==> config.mk <==
export PLATFORM = sky130hd
export DESIGN_NAME = puf_rng_collector_flat
export DESIGN_NICKNAME = d
export VERILOG_FILES = /design/src/rtl/puf_rng_pkg.sv /design/src/rtl/puf_rng_collector_if.sv /design/src/rtl/puf_rng_fifo.sv /design/src/rtl/puf_rng_collector.sv /design/src/flat_wrapper.sv
export SDC_FILE = /design/constraint.sdc
export NUM_CORES = 1
export LEC_CHECK = 0
export CAP_MARGIN = 0
export CORE_ASPECT_RATIO = 1.2
export CORE_UTILIZATION = 48
export CTS_BUF_LIST = sky130_fd_sc_hd__clkbuf_2
export DETAILED_ROUTE_END_ITERATION = 8
export PLACE_DENSITY = 0.65
export SLEW_MARGIN = 30
export SYNTH_ARGS = -nofsm -noshare
export SYNTH_HDL_FRONTEND = slang
export SYNTH_SLANG_ARGS = --single-unit
==> constraint.sdc <==
create_clock -name clk -period 2.4 [get_ports clk]
set_input_delay 0.72 -clock clk [delete_from_list [all_inputs] [get_ports clk]]
set_output_delay 0.72 -clock clk [all_outputs]
set_load 0.01 [all_outputs]
==> src/rtl/puf_rng_pkg.sv <==
`default_nettype none
// ============================================================================
// Module      : puf_rng_pkg
// Description : Shared types and default constants for the PUF RNG collector.
// Revision    : 1.0 - initial release
// ============================================================================
package puf_rng_pkg;

    // Collector control state
    typedef enum logic [1:0] {
        ST_IDLE    = 2'd0,
        ST_COLLECT = 2'd1,
        ST_FAIL    = 2'd2
    } rng_col_state_t;

    localparam int RNG_WORD_W     = 32;
    localparam int RNG_FIFO_DEPTH = 4;
    localparam int RNG_REP_LIMIT  = 8;

    // Width needed to count 0..depth words
    function automatic int rng_level_w(input int depth);
        return $clog2(depth + 1);
    endfunction

endpackage : puf_rng_pkg
`default_nettype wire

==> src/rtl/puf_rng_collector_if.sv <==
`default_nettype none
// ============================================================================
// Module      : puf_rng_collector_if
// Description : Entropy-word stream from the collector FIFO to the register
//               block (valid/ready plus occupancy).
// Revision    : 1.0 - initial release
// ============================================================================
interface puf_rng_collector_if
    import puf_rng_pkg::*;
#(
    parameter int WORD_W     = RNG_WORD_W,
    parameter int FIFO_DEPTH = RNG_FIFO_DEPTH
);
    localparam int LEVEL_W = rng_level_w(FIFO_DEPTH);

    logic               word_valid;
    logic               word_ready;
    logic [WORD_W-1:0]  word_data;
    logic [LEVEL_W-1:0] fifo_level;

    // Collector side
    modport master (
        output word_valid,
        output word_data,
        output fifo_level,
        input  word_ready
    );

    // Consumer side
    modport slave (
        input  word_valid,
        input  word_data,
        input  fifo_level,
        output word_ready
    );

endinterface : puf_rng_collector_if
`default_nettype wire

==> src/rtl/puf_rng_fifo.sv <==
`default_nettype none
// ============================================================================
// Module      : puf_rng_fifo
// Description : Small register FIFO with push, pop and flush. Head reads 0
//               when empty.
// Revision    : 1.0 - initial release
// ============================================================================
module puf_rng_fifo
    import puf_rng_pkg::*;
#(
    parameter int WIDTH = RNG_WORD_W,
    parameter int DEPTH = RNG_FIFO_DEPTH
) (
    input  wire logic                          clk,
    input  wire logic                          rst_n,
    input  wire logic                          push,
    input  wire logic                          pop,
    input  wire logic                          flush,
    input  wire logic [WIDTH-1:0]              wdata,
    output logic                               full,
    output logic                               empty,
    output logic [rng_level_w(DEPTH)-1:0]      level,
    output logic [WIDTH-1:0]                   head
);
    localparam int PTR_W   = $clog2(DEPTH);
    localparam int LEVEL_W = rng_level_w(DEPTH);

    logic [WIDTH-1:0]   r_mem [DEPTH];
    logic [PTR_W-1:0]   r_wr_ptr;
    logic [PTR_W-1:0]   r_rd_ptr;
    logic [LEVEL_W-1:0] r_level;

    logic w_do_push;
    logic w_do_pop;

    assign full      = (r_level == LEVEL_W'(DEPTH));
    assign empty     = (r_level == '0);
    assign level     = r_level;
    assign head      = empty ? '0 : r_mem[r_rd_ptr];
    assign w_do_push = push && !full;
    assign w_do_pop  = pop && !empty;

    // Storage, pointers and occupancy; flush wins over push/pop
    always_ff @(posedge clk or negedge rst_n) begin
        if (!rst_n) begin
            for (int i = 0; i < DEPTH; i++) begin
                r_mem[i] <= '0;
            end
            r_wr_ptr <= '0;
            r_rd_ptr <= '0;
            r_level  <= '0;
        end else if (flush) begin
            r_wr_ptr <= '0;
            r_rd_ptr <= '0;
            r_level  <= '0;
        end else begin
            if (w_do_push) begin
                r_mem[r_wr_ptr] <= wdata;
                r_wr_ptr        <= r_wr_ptr + 1'b1;
            end
            if (w_do_pop) begin
                r_rd_ptr <= r_rd_ptr + 1'b1;
            end
            r_level <= r_level + LEVEL_W'(w_do_push) - LEVEL_W'(w_do_pop);
        end
    end

endmodule : puf_rng_fifo
`default_nettype wire

==> src/rtl/puf_rng_collector.sv <==
`default_nettype none
// ============================================================================
// Module      : puf_rng_collector
// Description : Requests nibbles from the PUF RNG, packs them MSB-first into
//               words, runs a repetition-count health test and queues words
//               for the entropy-source register block.
// Revision    : 1.0 - initial release
// ============================================================================
module puf_rng_collector
    import puf_rng_pkg::*;
#(
    parameter int WORD_W     = RNG_WORD_W,
    parameter int FIFO_DEPTH = RNG_FIFO_DEPTH,
    parameter int REP_LIMIT  = RNG_REP_LIMIT
) (
    input  wire logic        clk,
    input  wire logic        rst_n,
    input  wire logic        enable,
    input  wire logic        clear_fail,
    input  wire logic [3:0]  rng4bit,
    input  wire logic        rng4bit_done,
    output logic             es_rng_req,
    output logic             health_fail,
    puf_rng_collector_if.master word_if
);
    localparam int NIB_PER_WORD = WORD_W / 4;
    localparam int NIB_W        = (NIB_PER_WORD > 1) ? $clog2(NIB_PER_WORD) : 1;
    localparam int LEVEL_W      = rng_level_w(FIFO_DEPTH);

    localparam logic [NIB_W-1:0] c_LAST_NIB  = NIB_W'(NIB_PER_WORD - 1);
    localparam logic [3:0]       c_REP_LIMIT = 4'(REP_LIMIT);

    rng_col_state_t    r_state;
    logic [WORD_W-1:0] r_shift;
    logic [NIB_W-1:0]  r_nib_cnt;
    logic [3:0]        r_rep_cnt;
    logic [3:0]        r_last;

    logic               w_full;
    logic               w_empty;
    logic [LEVEL_W-1:0] w_level;
    logic [WORD_W-1:0]  w_head;
    logic [WORD_W-1:0]  w_next_word;
    logic               w_accept;
    logic               w_same;
    logic [3:0]         w_rep_next;
    logic               w_rep_hit;
    logic               w_last_nib;
    logic               w_push;
    logic               w_pop;

    assign es_rng_req  = (r_state == ST_COLLECT) && !w_full;
    assign health_fail = (r_state == ST_FAIL);

    assign w_accept    = rng4bit_done && es_rng_req;
    assign w_next_word = {r_shift[WORD_W-5:0], rng4bit};
    assign w_last_nib  = (r_nib_cnt == c_LAST_NIB);
    // rep_cnt of 0 marks "no nibble seen since leaving IDLE/FAIL"
    assign w_same      = (r_rep_cnt != 4'd0) && (rng4bit == r_last);
    assign w_rep_next  = r_rep_cnt + 4'd1;
    assign w_rep_hit   = w_accept && w_same && (w_rep_next == c_REP_LIMIT);

    // A nibble seen on the same edge that enable drops is discarded with the
    // partial word, so it never completes a word either.
    assign w_push = w_accept && enable && w_last_nib && !w_rep_hit;
    assign w_pop  = word_if.word_valid && word_if.word_ready;

    assign word_if.word_valid = !w_empty;
    assign word_if.word_data  = w_head;
    assign word_if.fifo_level = w_level;

    puf_rng_fifo #(
        .WIDTH (WORD_W),
        .DEPTH (FIFO_DEPTH)
    ) u_fifo (
        .clk   (clk),
        .rst_n (rst_n),
        .push  (w_push),
        .pop   (w_pop),
        .flush (w_rep_hit),
        .wdata (w_next_word),
        .full  (w_full),
        .empty (w_empty),
        .level (w_level),
        .head  (w_head)
    );

    // Control FSM with nibble packing and repetition-count tracking
    always_ff @(posedge clk or negedge rst_n) begin
        if (!rst_n) begin
            r_state   <= ST_IDLE;
            r_shift   <= '0;
            r_nib_cnt <= '0;
            r_rep_cnt <= '0;
            r_last    <= '0;
        end else begin
            case (r_state)
                ST_IDLE: begin
                    if (enable) begin
                        r_state <= ST_COLLECT;
                    end
                end
                ST_COLLECT: begin
                    if (w_rep_hit || !enable) begin
                        r_state   <= w_rep_hit ? ST_FAIL : ST_IDLE;
                        r_shift   <= '0;
                        r_nib_cnt <= '0;
                        r_rep_cnt <= '0;
                        r_last    <= '0;
                    end else if (w_accept) begin
                        r_rep_cnt <= w_same ? w_rep_next : 4'd1;
                        r_last    <= rng4bit;
                        if (w_last_nib) begin
                            r_shift   <= '0;
                            r_nib_cnt <= '0;
                        end else begin
                            r_shift   <= w_next_word;
                            r_nib_cnt <= r_nib_cnt + 1'b1;
                        end
                    end
                end
                ST_FAIL: begin
                    if (clear_fail) begin
                        r_state <= ST_IDLE;
                    end
                end
                default: begin
                    r_state <= ST_IDLE;
                end
            endcase
        end
    end

endmodule : puf_rng_collector
`default_nettype wire
==> src/flat_wrapper.sv <==
// flat-port wrapper written by rule: the top's interface ports become plain ports
module puf_rng_collector_flat import puf_rng_pkg::*;
#(
    parameter int WORD_W     = RNG_WORD_W,
    parameter int FIFO_DEPTH = RNG_FIFO_DEPTH,
    parameter int REP_LIMIT  = RNG_REP_LIMIT
)
  (clk, rst_n, enable, clear_fail, rng4bit, rng4bit_done, es_rng_req, health_fail, word_if_word_valid, word_if_word_data, word_if_fifo_level, word_if_word_ready);
  puf_rng_collector_if #(.WORD_W(WORD_W), .FIFO_DEPTH(FIFO_DEPTH)) word_if_i ();
  input  wire logic clk;
  input  wire logic rst_n;
  input  wire logic enable;
  input  wire logic clear_fail;
  input  wire logic [3:0] rng4bit;
  input  wire logic rng4bit_done;
  output logic es_rng_req;
  output logic health_fail;
  output wire logic [$bits(word_if_i.word_valid)-1:0] word_if_word_valid;
  output wire logic [$bits(word_if_i.word_data)-1:0] word_if_word_data;
  output wire logic [$bits(word_if_i.fifo_level)-1:0] word_if_fifo_level;
  input wire logic [$bits(word_if_i.word_ready)-1:0] word_if_word_ready;
  assign word_if_word_valid = word_if_i.word_valid;
  assign word_if_word_data = word_if_i.word_data;
  assign word_if_fifo_level = word_if_i.fifo_level;
  assign word_if_i.word_ready = word_if_word_ready;
  puf_rng_collector #(.WORD_W(WORD_W), .FIFO_DEPTH(FIFO_DEPTH), .REP_LIMIT(REP_LIMIT)) u_core (.clk(clk), .rst_n(rst_n), .enable(enable), .clear_fail(clear_fail), .rng4bit(rng4bit), .rng4bit_done(rng4bit_done), .es_rng_req(es_rng_req), .health_fail(health_fail), .word_if(word_if_i));
endmodule
-- Yosys cells after proc, flatten, opt, wreduce, memory -nomap -nowiden
Index checks and enable logic that the tools add are counted.
- add/subtract/negate cells: 6
- bitwise gates (word level): 3
- order comparisons: 3
- shift operators: 0
- muxes and demuxes: 28
- div/mod/pow operators: 0
- reductions and logical operators: 26
- $mul: 0
- equality and inequality tests: 9
- operator list (kind ; count):
    128-bit bitwise mux ; 1
    32-bit two-way mux ; 4
    28-bit two-way mux ; 3
    32-bit binary-select mux with 2-bit select ; 1
    32-bit demux with 2-bit select ; 1
    4-bit two-way mux ; 5
    2-bit two-way mux ; 8
    1-bit logical AND ; 12
    3-bit two-way mux ; 4
    3-bit == test, second input constant ; 2
    3-bit >= comparator, second input constant ; 2
    2-bit != test, second input constant ; 3
    2-bit NOT with 3-bit output ; 2
    2-bit case mux with 3 select lines ; 1
    2-bit nonzero test ; 3
    2-bit by 1-bit adder with 2-bit output, second input constant ; 2
    4-bit by 1-bit adder with 4-bit output, second input constant ; 1
    4-bit == test ; 1
    4-bit == test, second input constant ; 1
    1-bit zero test ; 4
    2-bit AND reduction ; 2
    4-bit nonzero test ; 1
    3-bit by 1-bit adder with 3-bit output ; 1
    3-bit by 1-bit adder with 3-bit output, second input constant ; 1
    9 further kinds ; 9
- memories: 0
- bits in registers: 176
- input bits: 10
- RAM bits: 0
- output and inout port bits: 38
- latch bits: 0
- bits in read-only memories: 0
- word-level logic and storage cells: 87

-- Longest topological paths before layout
Gate-level depths: netlist of run 1.
- word-level depth: 12
- depth in mapped cells: 13
- depth with buffers taken out: 12

-- Modules after synthesis
Synthesis of run 1 repeated with hierarchy kept, for this count alone.
- cell total of the unflattened synthesis: 575
- area, all modules: 8737.1 um2
- modules (own cells, without submodules) (module ; times used ; sequential area each (um2) ; area an instance (um2) ; cells each):
    puf_rng_fifo ; 1 ; 3378.2 ; 6815.3 ; 395
    puf_rng_collector ; 1 ; 1026.0 ; 1921.8 ; 180

-- Worst setup path after synthesis of run 1
Ideal clock, no wire load.
- kind: input port to flip-flop
- from: in rng4bit[3]
- to: reg u_core.u_fifo.r_level[2], in the netlist u_core.u_fifo.level[2]
- arrival time: 2.726 ns
- data required time: 2.273 ns
- buffers on the path: 0
- setup time: 0.127 ns
- stages: 12
- setup slack: -0.453 ns
- cell sequence: xor2_1 > nor4_4 > nand4_4 > nand2_1 > ha_1 > inv_1 > ha_1 > inv_1 > fa_1 > xor2_1 > xnor2_1 > nor2_1
- longest elaborated chain between the ends: 10
- RTL lines (what ; line ; RTL):
    start, declared ; flat_wrapper.sv:14 ; input wire logic [3:0] rng4bit;
    4-bit == test * ; puf_rng_collector.sv:59 ; assign w_same = (r_rep_cnt != 4'd0) && (rng4bit == r_last);
    1-bit logical AND * ; puf_rng_collector.sv:59 ;
    1-bit logical AND * (2 in a row) ; puf_rng_collector.sv:61 ; assign w_rep_hit = w_accept && w_same && (w_rep_next == c_REP_LIMIT);
    1-bit zero test ; puf_rng_collector.sv:65 ; assign w_push = w_accept && enable && w_last_nib && !w_rep_hit;
    1-bit logical AND ; puf_rng_collector.sv:65 ;
    1-bit logical AND ; puf_rng_fifo.sv:40 ; assign w_do_push = push && !full;
    3-bit by 1-bit adder with 3-bit output ; puf_rng_fifo.sv:64 ; r_level <= r_level + LEVEL_W'(w_do_push) - LEVEL_W'(w_do_pop);
    3-bit by 1-bit subtractor with 3-bit output ; puf_rng_fifo.sv:64 ;
    3-bit two-way mux * ; puf_rng_fifo.sv:52 ; end else if (flush) begin
    end signal, assigned ; puf_rng_fifo.sv:64 ;
    end, declared ; puf_rng_fifo.sv:31 ; logic [LEVEL_W-1:0] r_level;
Mark *: on every way between the ends. The rest lies on a longest branch, timed or not.
A chain may end at the register's enable or synchronous reset.

-- Final worst setup path of run 1
- from: reg u_core.u_fifo.r_rd_ptr[0]
- to: out word_if_word_data[9]
- longest elaborated chain between the ends: 5
- RTL lines (what ; line ; RTL):
    start, declared ; puf_rng_fifo.sv:30 ; logic [PTR_W-1:0] r_rd_ptr;
    start signal, assigned ; puf_rng_fifo.sv:62 ; r_rd_ptr <= r_rd_ptr + 1'b1;
    2-bit NOT with 3-bit output (not written as such) ; puf_rng_fifo.sv:39 ; assign head = empty ? '0 : r_mem[r_rd_ptr];
    32-bit binary-select mux with 2-bit select ; puf_rng_fifo.sv:39 ;
    32-bit two-way mux (not written as such) (2 in a row) ; puf_rng_fifo.sv:39 ;
    32-bit two-way mux ; puf_rng_fifo.sv:39 ;
    end, declared ; flat_wrapper.sv:19 ; output wire logic [$bits(word_if_i.word_data)-1:0] word_if_word_data;
Every way passes these cells. The select of a mux whose other input is x is not followed.

==> impl_metrics.env, run 1 <==
export IMPL_setup_violations=35
export IMPL_clock_sinks=176
export IMPL_ctsHtreeMaxLevel=4
export IMPL_antenna_found_initial=1
export IMPL_worst_setup_path_type="flop to output port"
export IMPL_final_common_cell="dfrtp_1"
export IMPL_end_kind="output port"
export IMPL_cts_tree="done"
export IMPL_grt_max_degree=49
export IMPL_p_leak_nw=5.22
export IMPL_syn_inst=569
export IMPL_cp_arrival_ns=2.30
export IMPL_drv_slew=0
export IMPL_synthAdderAreaFrac_pct=1.68
export IMPL_maxSlewHeadroom_pct=61.4
export IMPL_yosys_area_share_simple_pct=8.17
export IMPL_max_vdd_ir_drop_v=0.000326
export IMPL_fin_crit_sh_pct=126
export IMPL_synth_fp_nets=590
export IMPL_startpoint_type="flop"
export IMPL_insertion_delay_ns=0.76
export IMPL_finalHoldViolations=0
export IMPL_die_h_um=149
export IMPL_viasPerCell=5.36
export IMPL_switching_share_pct=30.6
export IMPL_ys_ff_latch=176
export IMPL_drive_gt1_share_pct=50.4
export IMPL_worstMarginPinSlew_ns=0.577
export IMPL_pwr_share_clk_pct=26.1
export IMPL_grt_overflow_total=0
export IMPL_intPower_mw=4.74
export IMPL_grt_pass1_wl_mm=29.9
export IMPL_synth_edf_count=0
export IMPL_drt_iter0_drc=220
export IMPL_maxCapViolations=0
export IMPL_p_switching_mw=2.09
export IMPL_fin_skew_ns=0.0272
export IMPL_drcViolationCount=0
export IMPL_portBuffers=47
export IMPL_clock_path_buffers=2
export IMPL_seq_power_share_pct=47.0
export IMPL_die_area_um2=18500
export IMPL_holdCritPathClass="input pin to async pin"
export IMPL_synthTopCellsByArea="dfrtp_1 (51%), mux2_4 (21%), mux4_2 (8.4%)"
export IMPL_violations="setup timing"
export IMPL_ios=48
export IMPL_netlist_top_cell_by_area="dfrtp_1"
export IMPL_placed_cell_area_um2=9590
export IMPL_outcome="complete, but fails checks"
export IMPL_first_pass_iters=4
export IMPL_nNetsFinal=684
export IMPL_finalCriticalPeriod_ns=3.02
export IMPL_crit_fanout=5
export IMPL_p_comb_share_pct=26.8
export IMPL_postSynth_asyncResetShare_pct=100
export IMPL_routedWlPerCell_um=19.9
export IMPL_synth_seq_area_share_pct=51.1
export IMPL_ys_warn_count=0
export IMPL_fmax_ghz=0.332
export IMPL_design_area_um2=10200
export IMPL_synth_area_um2=8620
export IMPL_cts_buffers=17
export IMPL_synthMuxAreaShare_pct=30.6
export IMPL_ant_nets=0
export IMPL_required_ns=1.68
export IMPL_grt_pass1_vias=5441
export IMPL_reg2reg_depth=14
export IMPL_num_rows=53
export IMPL_routed_wl_mm=17.9
export IMPL_initial_utilization_pct=49.0
export IMPL_dpl_hpwl_mm=11.1
export IMPL_synth_ff_type="dfrtp_1"
export IMPL_yosysUniqueCellTypes=40
export IMPL_syn_to_final_growth_pct=18.5
export IMPL_avgSynthCellArea_um2=15.1
export IMPL_finalPower_mw=6.83
export IMPL_route_vias_total=4806
export IMPL_synth_top_family_by_area="multiplexers"
export IMPL_cts_clk_slew_worst_paths_ns=0.25
export IMPL_synthXorXnorAreaFrac_pct=1.12
export IMPL_synth_compound_area_share_pct=3.12
export IMPL_grt_usage_pct=21.1
export IMPL_gp_congestion=0.756
export IMPL_powerDensity_nw_per_um2=669
export IMPL_netlist_area_leader_share_pct=51.1
export IMPL_clock_root_buffer="clkbuf_2"
export IMPL_core_area_um2=17600
export IMPL_dieWidth_um=124
export IMPL_nFillCells=1380
export IMPL_layout_common_cells="dfrtp_1 (175), mux2_4 (120), nand2_1 (55), buf_6 (34)"
export IMPL_rsz0062_at_grt="true"
export IMPL_setup_ws_ns=-0.616
## power groups by stage
| stage | clock [mW] | combinational [mW] | sequential, mW |
|---|---|---|---|
| 6_report | 1.78 | 1.83 | 3.21 |
| 5_1_grt | 1.96 | 1.97 | 3.23 |
| 4_1_cts | 1.85 | 2.01 | 3.21 |
| 3_5_place_dp | 0 | 1.40 | 3.27 |
| 3_3_place_gp | 0 | 1.38 | 3.27 |
| 2_1_floorplan | 0 | 0.787 | 3.24 |
## worst max-delay path, stage by stage, from the launching register on
cell	delay (ns)
dfrtp_2	0.48
buf_6	0.13
buf_12	0.12
mux4_2	0.54
and2_4	0.17
buf_6	0.11
## Yosys cell counts (2+ instances only)
library cell and n:
dfrtp_1 176, mux2_4 120, nand2_1 56, and2_1 35, mux4_2 32, o21ai_0 26
clkbuf_1 13, nor2_1 13, buf_12 12, ha_1 10, a22o_1 9, mux2_2 9
inv_1 8, buf_2 7, xor2_1 6, xnor2_1 5, nand3_4 4, nand2b_1 3
a22o_2 2, and2_2 2, nor3b_2 2
## routing by layer
metal	up-vias	GRT usage, %	share of wire (%)
li1	2197	-	-
met1	2536	26.7	44
met2	56	36.9	53
met3	17	3.48	2.0
met4	0	6.93	1.6
met5	-	0	0
## path summary, 6_finish.rpt
path,from,end,slack (ns)
max,u_core.u_fifo.r_rd_ptr[0],word_if_word_data[9],-0.62
min,rst_n,u_core.u_fifo.r_mem[8],0.44
max reg2reg,u_core.u_fifo.level[2],u_core.u_fifo.level[2],-0.13
min reg2reg,u_core.u_fifo.r_mem[36],u_core.u_fifo.r_mem[36],0.54
max in group asynchronous,rst_n,u_core.u_fifo.r_rd_ptr[0],1.33
min in group clk,u_core.u_fifo.r_mem[36],u_core.u_fifo.r_mem[36],0.54
## sequential cells by signal, indices dropped and copies added (netlist names), 3 cells and up
register	cells
u_core.u_fifo.r_mem	128
u_core.r_rep_cnt	4
u_core.r_nib_cnt	3
u_core.r_last	4
u_core.r_shift	28
u_core.u_fifo.level	3
## final cells by class
class                           count  area (µm²)  area share [%]
Sequential cell                   176        4410            43.2
Multi-Input combinational cell    351        3980            38.9
Timing Repair Buffer              109        1230            12.0
Tap cell                          220         275            2.70
Clock inverter                     15         209            2.05
Clock buffer                       17        85.1           0.833
Inverter                            8        30.0           0.294
Antenna cell                        1        2.50          0.0245
## metrics by stage
step	setup TNS (ns)	hold slack [ns]	util, %	instances	worst slack (ns)
after detailed placement	-73.97	0.486	54.6	848	-0.929
after floorplan	-0.684	0.414	-	569	-0.439
final	-18.43	0.438	58.1	897	-0.616
after CTS	-23.46	0.365	58.0	899	-0.785
after global placement	-72.67	0.484	54.6	848	-0.880
after global routing	-23.05	0.392	58.1	897	-0.737
## cell families after synthesis
kind of cell,count (synthesis)
AO/OA/AOI/OAI,42
XOR/XNOR,11
adder cells (fa/ha/maj),11
buffers and inverters,42
flip-flops,176
multiplexers,162
AND/OR/NAND/NOR,125
## repair_timing
action                                 CTS  global route
cloned                                   5             0
gates resized for setup                209            23
setup buffers                           14             1
pin swaps                               28             6
hold buffers                             1             0
endpoints found under the hold margin   45             0
setup endpoints to repair               39            36
Note: power is estimated with default switching activity, not from simulation.
==> run 2, diff against run 1 <==
Settings changed: HOLD_SLACK_MARGIN from default to 0.1.
==> results of run 2 <==
No change in the layout: final DEF, timing and power equal those of run 1.
